`config.mk`:
```
export PLATFORM = sky130hd
export DESIGN_NAME = phase_meas_scheduler
export DESIGN_NICKNAME = d
export VERILOG_FILES = /design/src/rtl/phase_meas_scheduler.sv
export SDC_FILE = /design/constraint.sdc
export NUM_CORES = 1
export LEC_CHECK = 0
export CAP_MARGIN = 0
export CORE_MARGIN = 1
export CORE_UTILIZATION = 30
export CTS_CLUSTER_SIZE = 30
export DETAILED_ROUTE_END_ITERATION = 8
export HOLD_SLACK_MARGIN = 0.1
export PLACE_DENSITY = 0.42
export SYNTH_ARGS = -nofsm -noshare
export SYNTH_HDL_FRONTEND = slang
export SYNTH_SLANG_ARGS = --single-unit
```
`constraint.sdc`:
```
create_clock -name clk -period 3.6 [get_ports clk]
set_input_delay 0.54 -clock clk [delete_from_list [all_inputs] [get_ports clk]]
set_output_delay 0.54 -clock clk [all_outputs]
set_load 0.05 [all_outputs]
```
`src/rtl/phase_meas_scheduler.sv`:
```
// rtl/phase_meas_scheduler.sv - round-robin period measurement engine shared across NCH phase inputs
// Define PHASE_AVG_EN to average 2**AVG_LOG2 consecutive periods per report.
module phase_meas_scheduler #(
  parameter int NCH      = 4,
  parameter int CNT_W    = 32,
  parameter int FILT_LEN = 100,
  parameter int TIMEOUT  = 400000000,
  parameter int AVG_LOG2 = 2
) (
  input  logic             clk,
  input  logic             rst_n,
  input  logic [NCH-1:0]   phase_in,
  input  logic [NCH-1:0]   ch_en,
  input  logic             run,
  output logic             busy,
  output logic [3:0]       cur_ch,
  output logic             res_valid,
  output logic [3:0]       res_ch,
  output logic [CNT_W-1:0] res_cnt,
  output logic             res_timeout
);

  typedef enum logic [2:0] {S_IDLE, S_SELECT, S_ARM, S_MEAS, S_REPORT} state_t;
  localparam logic [CNT_W-1:0] TMO = CNT_W'(TIMEOUT);

  state_t             state, state_nx;
  logic [NCH-1:0]     sync1, sync2;
  logic [FILT_LEN-1:0] taps;
  logic               filt_d, seen_low;
  logic [CNT_W-1:0]   cnt;
  logic [3:0]         last_ch;
  logic               sel_bit, filt, edge_p, at_tmo;
  logic               hi_hit, lo_hit, hit;
  logic [3:0]         hi_ch, lo_ch, hit_ch;
  logic               load_res, nx_timeout;
  logic [CNT_W-1:0]   nx_cnt;

`ifdef PHASE_AVG_EN
  localparam int SUM_W = CNT_W + AVG_LOG2;
  logic [SUM_W-1:0]   sum, sum_fin;
  logic [AVG_LOG2:0]  nedge;
  logic               last_edge;
  assign sum_fin   = sum + SUM_W'(cnt);
  assign last_edge = (int'(nedge) == (1 << AVG_LOG2) - 1);
`endif

  assign busy   = (state != S_IDLE);
  assign filt   = &taps;
  // seen_low keeps a pin that was already high at selection from faking an opening edge
  assign edge_p = filt & ~filt_d & seen_low;
  assign at_tmo = (cnt == TMO);

  always_comb begin
    sel_bit = 1'b0;
    for (int j = 0; j < NCH; j++)
      if (cur_ch == 4'(j)) sel_bit = sync2[j];
  end

  always_comb begin
    hi_hit = 1'b0;
    lo_hit = 1'b0;
    hi_ch  = '0;
    lo_ch  = '0;
    for (int j = NCH - 1; j >= 0; j--) begin
      if (ch_en[j] && (4'(j) > last_ch)) begin
        hi_hit = 1'b1;
        hi_ch  = 4'(j);
      end
      if (ch_en[j] && (4'(j) <= last_ch)) begin
        lo_hit = 1'b1;
        lo_ch  = 4'(j);
      end
    end
    hit    = hi_hit | lo_hit;
    hit_ch = hi_hit ? hi_ch : lo_ch;
  end

  always_comb begin
    state_nx   = state;
    load_res   = 1'b0;
    nx_timeout = 1'b0;
    nx_cnt     = '0;
    if (!run) begin
      state_nx = S_IDLE;
    end else begin
      case (state)
        S_IDLE:   state_nx = S_SELECT;
        S_SELECT: state_nx = hit ? S_ARM : S_IDLE;
        S_ARM: begin
          if (edge_p) begin
            state_nx = S_MEAS;
          end else if (at_tmo) begin
            state_nx   = S_REPORT;
            load_res   = 1'b1;
            nx_timeout = 1'b1;
          end
        end
        S_MEAS: begin
`ifdef PHASE_AVG_EN
          if (edge_p && last_edge) begin
            state_nx = S_REPORT;
            load_res = 1'b1;
            nx_cnt   = sum_fin[SUM_W-1:AVG_LOG2];
          end else if (!edge_p && at_tmo) begin
`else
          if (edge_p) begin
            state_nx = S_REPORT;
            load_res = 1'b1;
            nx_cnt   = cnt;
          end else if (at_tmo) begin
`endif
            state_nx   = S_REPORT;
            load_res   = 1'b1;
            nx_timeout = 1'b1;
          end
        end
        S_REPORT: state_nx = S_SELECT;
        default:  state_nx = S_IDLE;
      endcase
    end
  end

  always_ff @(posedge clk or negedge rst_n) begin
    if (!rst_n) begin
      state       <= S_IDLE;
      sync1       <= '0;
      sync2       <= '0;
      taps        <= '0;
      filt_d      <= 1'b0;
      seen_low    <= 1'b0;
      cnt         <= '0;
      cur_ch      <= '0;
      last_ch     <= 4'(NCH - 1);
      res_valid   <= 1'b0;
      res_ch      <= '0;
      res_cnt     <= '0;
      res_timeout <= 1'b0;
`ifdef PHASE_AVG_EN
      sum         <= '0;
      nedge       <= '0;
`endif
    end else begin
      state     <= state_nx;
      sync1     <= phase_in;
      sync2     <= sync1;
      taps      <= {taps[FILT_LEN-2:0], sel_bit};
      filt_d    <= filt;
      res_valid <= load_res;
      if (!sel_bit) seen_low <= 1'b1;
      if (load_res) begin
        res_ch      <= cur_ch;
        res_cnt     <= nx_cnt;
        res_timeout <= nx_timeout;
      end
      if (run) begin
        case (state)
          S_SELECT: if (hit) begin
            cur_ch   <= hit_ch;
            taps     <= '0;
            filt_d   <= 1'b0;
            seen_low <= 1'b0;
            cnt      <= '0;
          end
          S_ARM: begin
            if (edge_p) begin
              cnt <= CNT_W'(1);
`ifdef PHASE_AVG_EN
              sum   <= '0;
              nedge <= '0;
`endif
            end else if (!at_tmo) begin
              cnt <= cnt + 1'b1;
            end
          end
          S_MEAS: begin
            if (edge_p) begin
`ifdef PHASE_AVG_EN
              // each closing edge also opens the next period
              sum   <= sum_fin;
              nedge <= nedge + 1'b1;
              cnt   <= CNT_W'(1);
`endif
            end else if (!at_tmo) begin
              cnt <= cnt + 1'b1;
            end
          end
          S_REPORT: last_ch <= cur_ch;
          default: ;
        endcase
      end
    end
  end

endmodule
```
==> impl_metrics.toml, run 1 <==
[route]
drt_pass1_iterations = 4
routed_wl_mm = 17.5
wl_per_cell_um = 15.9
num_vias = 5333
drc_errors = 0
ant_nets = 0
viasPerCell = 4.86
drt-initial-drc-count = 250

[final_layout]
final_cells = 1098
nFillCells = 2480
fin_area_mm2 = 0.00926
fin_nets = 768
antennaDiodeCount = 0
drive_gt1_share_pct = 8.72
areaGrowthSynthToFinish_pct = 18.6

[logic_synthesis]
synthCells = 707
yosysSeqAreaShare_pct = 59.3
avgSynthCellArea_um2 = 11.1
async_reset_ff_share_pct = 100
ys_warn_count = 0
synthFlopType = "dfrtp_1"
netlist_area_mm2 = 0.00781
ys_types = 52
synth_edf_count = 0
ys_seq_elements = 185

[power]
p_int_uw = 3270
p_switching_uw = 1220
ir_drop_mv = 0.292
power_uw = 4490
netSwitchingFraction_pct = 27.3
p_seq_share_pct = 51.9
p_leak_uw = 0.00428
powerDensity_mw_per_mm2 = 485
combPwrFrac_pct = 8.5
clkPwrFrac_pct = 39.6

[sta]
slew_viol_final = 0
setup_viol = 0
finClkSkew_ps = 8.69
final_hold_viol_count = 0
layout_min_cycle_time_ps = 2600
fin_crit_sh_pct = 72.3
fmax_mhz = 384
fin_hold_ws_ps = 161
setup-tns-final_ps = 0
rsz0062_at_grt = "no"
worstMarginPinSlew_ps = 768
max-slew-margin-rel_pct = 48.8

[clock_network]
numClockSinks = 185
cts.htree.levels = 4
root_buffer = "clkbuf_16"
clk_latency_ps = 430
post-cts-setup-buffers = 0
cts_tree = "done"
cts_buffer_depth = 2
clk_pin_slew_ps = 70
cts-hold-fix-buffers = 0
postCtsResizedCells = 0
cts_made_buffers = 17

[grt]
use_met3_pct = 2.82
first_global_vias = 5548
grtUsageTotal_pct = 14.0
grt_start_max_net_pins = 102
grt_overflow_total = 0
met2_usage_pct = 23.9
grtUsageMet1_pct = 17.3
grt_first_pass_wirelength_mm = 29.1
grt_antenna_before_repair = 0
busiest_layer = "met2"

[floorplanning]
core_area_mm2 = 0.0253
row_count = 58
die-area_mm2 = 0.0267
initial_core_util_pct = 30.8
die_h_um = 163
ios = 54
die_x_um = 163

[critical_path]
endpoint_kind = "flip-flop"
critPathRequiredTime_ps = 3900
arrival_ps = 2910
critPathKind = "flip-flop to flip-flop"
start_kind = "flip-flop"
critPathMaxFanout = 29

[place]
placement.cell_area_mm2 = 0.00871
port_buffers = 49
placed_cells = 1066
hpwl_mm = 11.8
place.gp.congestion = 0.801

[run_status]
outcome = "completed"

[flow_run]
cap_violations = 0

[worst_hold_path]
hp-class = "input pin to async pin"
## cell families (layout without fill, tap and decap cells)
| group | Yosys count | in the layout | synth area share, % |
|---|---|---|---|
| compound gates | 66 | 66 | 5.40 |
| xor+xnor | 13 | 13 | 1.46 |
| fa+ha+maj | 2 | 2 | 0.320 |
| buf+inv | 76 | 134 | 4.15 |
| flops | 185 | 185 | 59.3 |
| mux | 40 | 40 | 5.57 |
| other cells | 1 | 4 | 0.0480 |
| simple gates | 324 | 324 | 23.8 |
## metal layers
metal / up-vias / share of wire, %
li1: 2550 / -
met2: 69 / 50
met5: - / 0
met4: 0 / 2.1
met1: 2689 / 45
met3: 25 / 2.3
## power by group through the flow
stage	logic, uW	clock network [uW]	registers, uW
4_1_cts	395	1840	2330
5_1_grt	426	1930	2350
6_report	384	1780	2330
3_5_place_dp	392	0	2370
2_1_floorplan	224	0	2340
3_3_place_gp	384	0	2370
## critical path, stage by stage, from the launching register on
cell	delay (ps)
dfrtp_1	380
nand4_1	90
nor4_1	540
and4_1	400
buf_4	250
nand3_1	240
nand2_1	130
buf_4	320
nor2_1	100
## synth_stat cells, types with 2 or more instances
cell type | count | area share, %
buf_6 | 2 | 0.29
a211o_1 | 2 | 0.22
nor4_1 | 11 | 0.88
o21ai_0 | 12 | 0.77
o41ai_1 | 2 | 0.22
or2_2 | 2 | 0.16
mux2_2 | 10 | 1.4
nor2b_1 | 2 | 0.16
mux2i_1 | 27 | 3.5
and4_1 | 2 | 0.22
nand3_1 | 21 | 1.3
and2_1 | 103 | 8.2
nor4b_1 | 2 | 0.22
and3_1 | 4 | 0.32
a311oi_1 | 3 | 0.34
a2111oi_0 | 3 | 0.34
o31ai_1 | 10 | 0.96
nor3_1 | 9 | 0.58
or3_1 | 8 | 0.64
a21o_1 | 3 | 0.29
dfstp_2 | 2 | 0.67
xor2_1 | 2 | 0.22
xnor2_1 | 11 | 1.2
nand4_1 | 50 | 4.0
buf_4 | 4 | 0.38
nor2_1 | 37 | 1.8
mux2_4 | 2 | 0.38
or4_1 | 12 | 1.2
ha_1 | 2 | 0.32
nand2b_1 | 4 | 0.32
clkbuf_1 | 23 | 1.1
inv_1 | 39 | 1.9
nand2_1 | 45 | 2.2
nand4b_1 | 3 | 0.34
o311ai_0 | 2 | 0.22
buf_2 | 7 | 0.45
nand3b_1 | 2 | 0.19
dfrtp_1 | 183 | 59
a21oi_1 | 26 | 1.7
## final timing paths
path                           from  cells after the start  slack [ps]   endpoint
max reg2reg                taps[87]                      8        1000    cnt[30]
max in group asynchronous     rst_n                      2        2570   taps[70]
min in group clk           sync1[3]                      0         350   sync2[3]
max                        taps[87]                      8        1000    cnt[30]
min                           rst_n                      1         160  res_valid
min reg2reg                sync1[3]                      0         350   sync2[3]
## cell type report
class                   count  area [um^2]  area share, %
clock buffers              20          447           4.82
clock inverters            12          110           1.19
inverters                  39          146           1.58
multi-input cells         449         2870           31.0
flip-flops and latches    185         4630           50.0
well taps                 330          413           4.46
repair buffers             63          647           6.98
## state kept, by name (all words and copies together), names as in the netlist
name	count
sync2	4
res_cnt	32
state	3
seen_low	1
sync1	4
filt_d	1
res_valid	1
res_timeout	1
taps	100
cur_ch	2
cnt	32
res_ch	2
last_ch	2
## stage by stage
stage	utilization (%)	setup slack, ps
after floorplan	-	1250
after global placement	34.4	907
after detailed placement	34.4	832
after CTS	36.6	932
after global routing	36.6	731
final	36.6	999
## cell usage in the layout (no fill, tap or decap), types with 7 or more instances in the layout
cell / n
a21oi_1: 26
and2_1: 103
buf_4: 10
clkbuf_16: 17
clkdlybuf4s50_1: 48
dfrtp_1: 183
inv_1: 39
mux2_2: 10
mux2i_1: 27
nand2_1: 45
nand3_1: 21
nand4_1: 50
nor2_1: 37
nor3_1: 9
nor4_1: 11
o21ai_0: 12
o31ai_1: 10
or3_1: 7
or4_1: 12
xnor2_1: 11
Note: power is estimated with default switching activity, not from simulation.
==> run 2, diff against run 1 <==
PLACE_DENSITY = 0.44   (was 0.42)
clock period = 2.2 ns   (was 3.6 ns; I/O delays follow)
==> impl_metrics.toml, run 2 (same netlist as run 1, synthesis figures left out) <==
[route]
routed_wl_mm = 19.7
drt-initial-drc-count = 266
drt_pass1_iterations = 4
ant_nets = 0
wl_per_cell_um = 16.4
num_vias = 5826
viasPerCell = 4.84
drc_errors = 0

[clock_network]
cts_tree = "done"
cts.htree.levels = 4
root_buffer = "clkbuf_16"
clk_latency_ps = 440
cts_made_buffers = 17
cts_buffer_depth = 2
clk_pin_slew_ps = 80
numClockSinks = 185

[final_layout]
top_register = "taps"
largest_reg_flops = 100
utilization_pct = 42.5
largest_registers = "taps: 100 flops, cnt: 32 flops, res_cnt: 32 flops"
antennaDiodeCount = 0
fin_nets = 875
fin_area_mm2 = 0.0108
drive_gt1_share_pct = 25.4
areaGrowthSynthToFinish_pct = 37.7
mostFrequentLayoutCell = "dfrtp_1"
layout_common_cells = "dfrtp_1 (183), and2_1 (102), buf_4 (87), nand4_1 (50), clkdlybuf4s50_1 (47)"

[place]
dp_slack_ps = -265
hpwl_mm = 12.8
placement.cell_area_mm2 = 0.00938
place.gp.congestion = 0.824
port_buffers = 49

[floorplanning]
die_h_um = 163
core_area_mm2 = 0.0253
die-area_mm2 = 0.0267
initial_core_util_pct = 30.8
die_x_um = 163
row_count = 58
ios = 54

[critical_path]
critPathRequiredTime_ps = 2520
endpoint_kind = "flip-flop"
critPathMaxFanout = 6
start_kind = "flip-flop"
critPathKind = "flip-flop to flip-flop"
arrival_ps = 2640

[power]
p_leak_uw = 0.00504
powerDensity_mw_per_mm2 = 708
ir_drop_mv = 0.444

[sta]
final_hold_viol_count = 0
fin_ws_ps = -119
setup_viol = 44
worstMarginPinSlew_ps = 515
rsz0062_at_grt = "yes"
fin_crit_sh_pct = 105
fmax_mhz = 431
finClkSkew_ps = 14.9
layout_min_cycle_time_ps = 2320
max-slew-margin-rel_pct = 65.5
slew_viol_final = 0

[grt]
grtUsageTotal_pct = 15.2
grt_first_pass_wirelength_mm = 31.4
first_global_vias = 5957
grt_start_max_net_pins = 74
grt_overflow_total = 0
grt_antenna_before_repair = 0

[run_status]
violations = "negative setup slack"
outcome = "finished with violations"

[flow_run]
cap_violations = 0

[worst_hold_path]
hp-class = "input pin to flip-flop"
run 2: layout make-up:
cell class,count,area (um^2)
Fill cell,2419,14600
Sequential cell,185,4630
Multi-Input combinational cell,450,3230
Timing Repair Buffer,169,1740
Clock buffer,17,425
Tap cell,330,413
Clock inverter,14,155
Inverter,39,151
run 2: final timing paths:
check	slack, ps	to	cells after the start	from
worst min register to register	360	sync2[3]	0	sync1[3]
worst max register to register	-120	res_cnt[23]	7	cnt[17]
worst max-delay path	-120	res_cnt[23]	7	cnt[17]
worst min-delay path	320	sync1[1]	1	phase_in[1]
max in group asynchronous	1170	taps[56]	3	rst_n
min in group asynchronous	350	res_valid	2	rst_n
run 2: power breakdown:
group	switching (uW)	leakage, uW	internal [uW]
Clock	1480	0.000278	1520
Sequential	185	0.00239	3600
Combinational	484	0.00237	350
run 2: timing repair:
action,in CTS,in global routing
buffers inserted,9,6
gates resized for setup,21,76
hold buffers,1,0
gates cloned,6,6
endpoints found under the setup margin,66,70
hold endpoints to repair,26,0
pin swaps,8,37
run 2: worst max-delay path, stage by stage (launching register included):
cell and delay [ps]:
dfrtp_1 370, nand4_1 140, or3_1 510, nor3_4 250, nand2_1 140, mux2_4 350
buf_12 160, mux2_4 290
run 2: per-layer routing:
metal  global-route usage, %  part of all wire (%)  vias up  routed length (um)
met5                       0                     0        -                   0
met4                    4.89                   2.3        0                 458
met3                    2.97                   2.5       26                 489
met2                    26.0                    51       95                9960
met1                    19.2                    45     2933                8790
li1                        -                     -     2772                   -
run 2: through the flow:
step | TNS [ps] | cells | hold slack, ps | power (uW)
after detailed placement | -12560 | 1149 | 238 | 4640
after global placement | -9590 | 1149 | 238 | 4620
after CTS | -3550 | 1196 | 307 | 7680
after global routing | -9520 | 1204 | 296 | 7970
after floorplan | -1170 | 710 | 34.4 | 4200
final | -3490 | 1204 | 321 | 7610
==> run 3, diff against run 2 <==
PLACE_DENSITY = 0.42   (was 0.44)
clock period = 2.3 ns   (was 2.2 ns; I/O delays follow)
==> impl_metrics.toml, run 3 (same netlist as run 1, synthesis figures left out) <==
[grt]
first_global_vias = 5893
grt_first_pass_wirelength_mm = 30.5
grt_overflow_total = 0
grt_antenna_before_repair = 0
grtUsageTotal_pct = 14.8
grt_start_max_net_pins = 102

[place]
place.gp.congestion = 0.880
port_buffers = 49
dp_slack_ps = -157
hpwl_mm = 12.9
placement.cell_area_mm2 = 0.00925

[sta]
slew_viol_final = 0
rsz0062_at_grt = "yes"
layout_min_cycle_time_ps = 2290
final_hold_viol_count = 0
fin_hold_ws_ps = 341
fin_crit_sh_pct = 99.6
fin_ws_ps = 9.53
max-slew-margin-rel_pct = 66.0
setup_viol = 0
worstMarginPinSlew_ps = 508
finClkSkew_ps = 12.0
fmax_mhz = 437

[critical_path]
endpoint_kind = "flip-flop"
critPathMaxFanout = 8
worst_r2r_path_depth = 7
critPathKind = "flip-flop to flip-flop"
critPathRequiredTime_ps = 2610
arrival_ps = 2610
start_kind = "flip-flop"

[route]
num_vias = 5605
viasPerCell = 4.76
drt_pass1_iterations = 4
drc_errors = 0
drt-initial-drc-count = 310
wl_per_cell_um = 16.0
ant_nets = 0
routed_wl_mm = 18.8

[clock_network]
clk_latency_ps = 440
cts.htree.levels = 4
cts_buffer_depth = 2
cts_made_buffers = 17
cts_tree = "done"
clk_pin_slew_ps = 70
root_buffer = "clkbuf_16"
numClockSinks = 185

[floorplanning]
die_h_um = 163
core_area_mm2 = 0.0253
row_count = 58
ios = 54
die_x_um = 163
initial_core_util_pct = 30.8
die-area_mm2 = 0.0267

[final_layout]
drive_gt1_share_pct = 18.1
mostFrequentLayoutCell = "dfrtp_1"
largest_reg_flops = 100
antennaDiodeCount = 0
layout_common_cells = "dfrtp_1 (183), and2_1 (102), buf_4 (77), nand4_1 (50), clkdlybuf4s50_1 (47)"
areaGrowthSynthToFinish_pct = 28.5
largest_registers = "taps: 100 flops, cnt: 32 flops, res_cnt: 32 flops"
top_register = "taps"
fin_nets = 848
fin_area_mm2 = 0.0100
utilization_pct = 39.7

[power]
powerDensity_mw_per_mm2 = 727
ir_drop_mv = 0.399
p_leak_uw = 0.00476

[worst_hold_path]
hp-class = "input pin to flip-flop"
holdPathStages = 1

[flow_run]
cap_violations = 0

[run_status]
outcome = "completed"
## run 3: cell types whose count changed in the layout (fill, tap and decap cells not counted), sizes merged
cell,change
clkinv,-2
buf,-25
clkbuf,-1
bufinv,+1
## run 3: per-layer routing
metal	part of all wire [%]	global-route usage, %
met1	46	18.8
met2	50	24.9
met3	2.6	3.43
met4	1.4	4.04
met5	0	0
## run 3: power breakdown
| part | total, uW | internal (uW) | switching [uW] |
|---|---|---|---|
| Sequential | 3610 | 3440 | 173 |
| Combinational | 722 | 295 | 427 |
| Clock | 2960 | 1570 | 1390 |
| Total | 7300 | 5310 | 1990 |
## run 3: layout make-up
cell class                 instances  area (um^2)
fill                            2465        15300
clock buffer                      18          439
sequential                       185         4630
clock inverter                    13          158
inverter                          39          146
timing repair buffer             142         1340
tap                              330          413
multi-input combinational        450         2920
## run 3: worst paths after layout
check                             from          end  slack, ps
setup / recovery              taps[43]  res_cnt[18]         10
min in group asynchronous        rst_n     taps[25]        410
hold reg to reg               sync1[1]     sync2[1]        350
setup reg to reg              taps[43]  res_cnt[18]         10
hold / removal             phase_in[0]     sync1[0]        340
max in group asynchronous        rst_n   last_ch[1]       1190
## run 3: repair_timing
item | CTS | global route
hold buffers | 1 | 0
endpoints found under the hold margin | 42 | 0
cloned | 1 | 3
endpoints found under the setup margin | 51 | 59
resized for setup | 10 | 14
pin swaps | 0 | 3
setup buffers | 1 | 3
## run 3: critical path, cell delays in order (launching register included)
cell and delay, ps:
dfrtp_1 380, nand4_1 100, or4_4 580, nor4_4 260, nand2_2 150, mux2_4 410
buf_6 170, mux2i_1 120
## run 3: per-stage QoR
stage,TNS [ps],power [uW],std cells
3_5_place_dp,-2120,4400,1137
2_1_floorplan,-51.5,4020,710
4_1_cts,-383,7400,1171
6_report,0,7300,1177
3_3_place_gp,-1050,4400,1137
5_1_grt,-3660,7650,1177
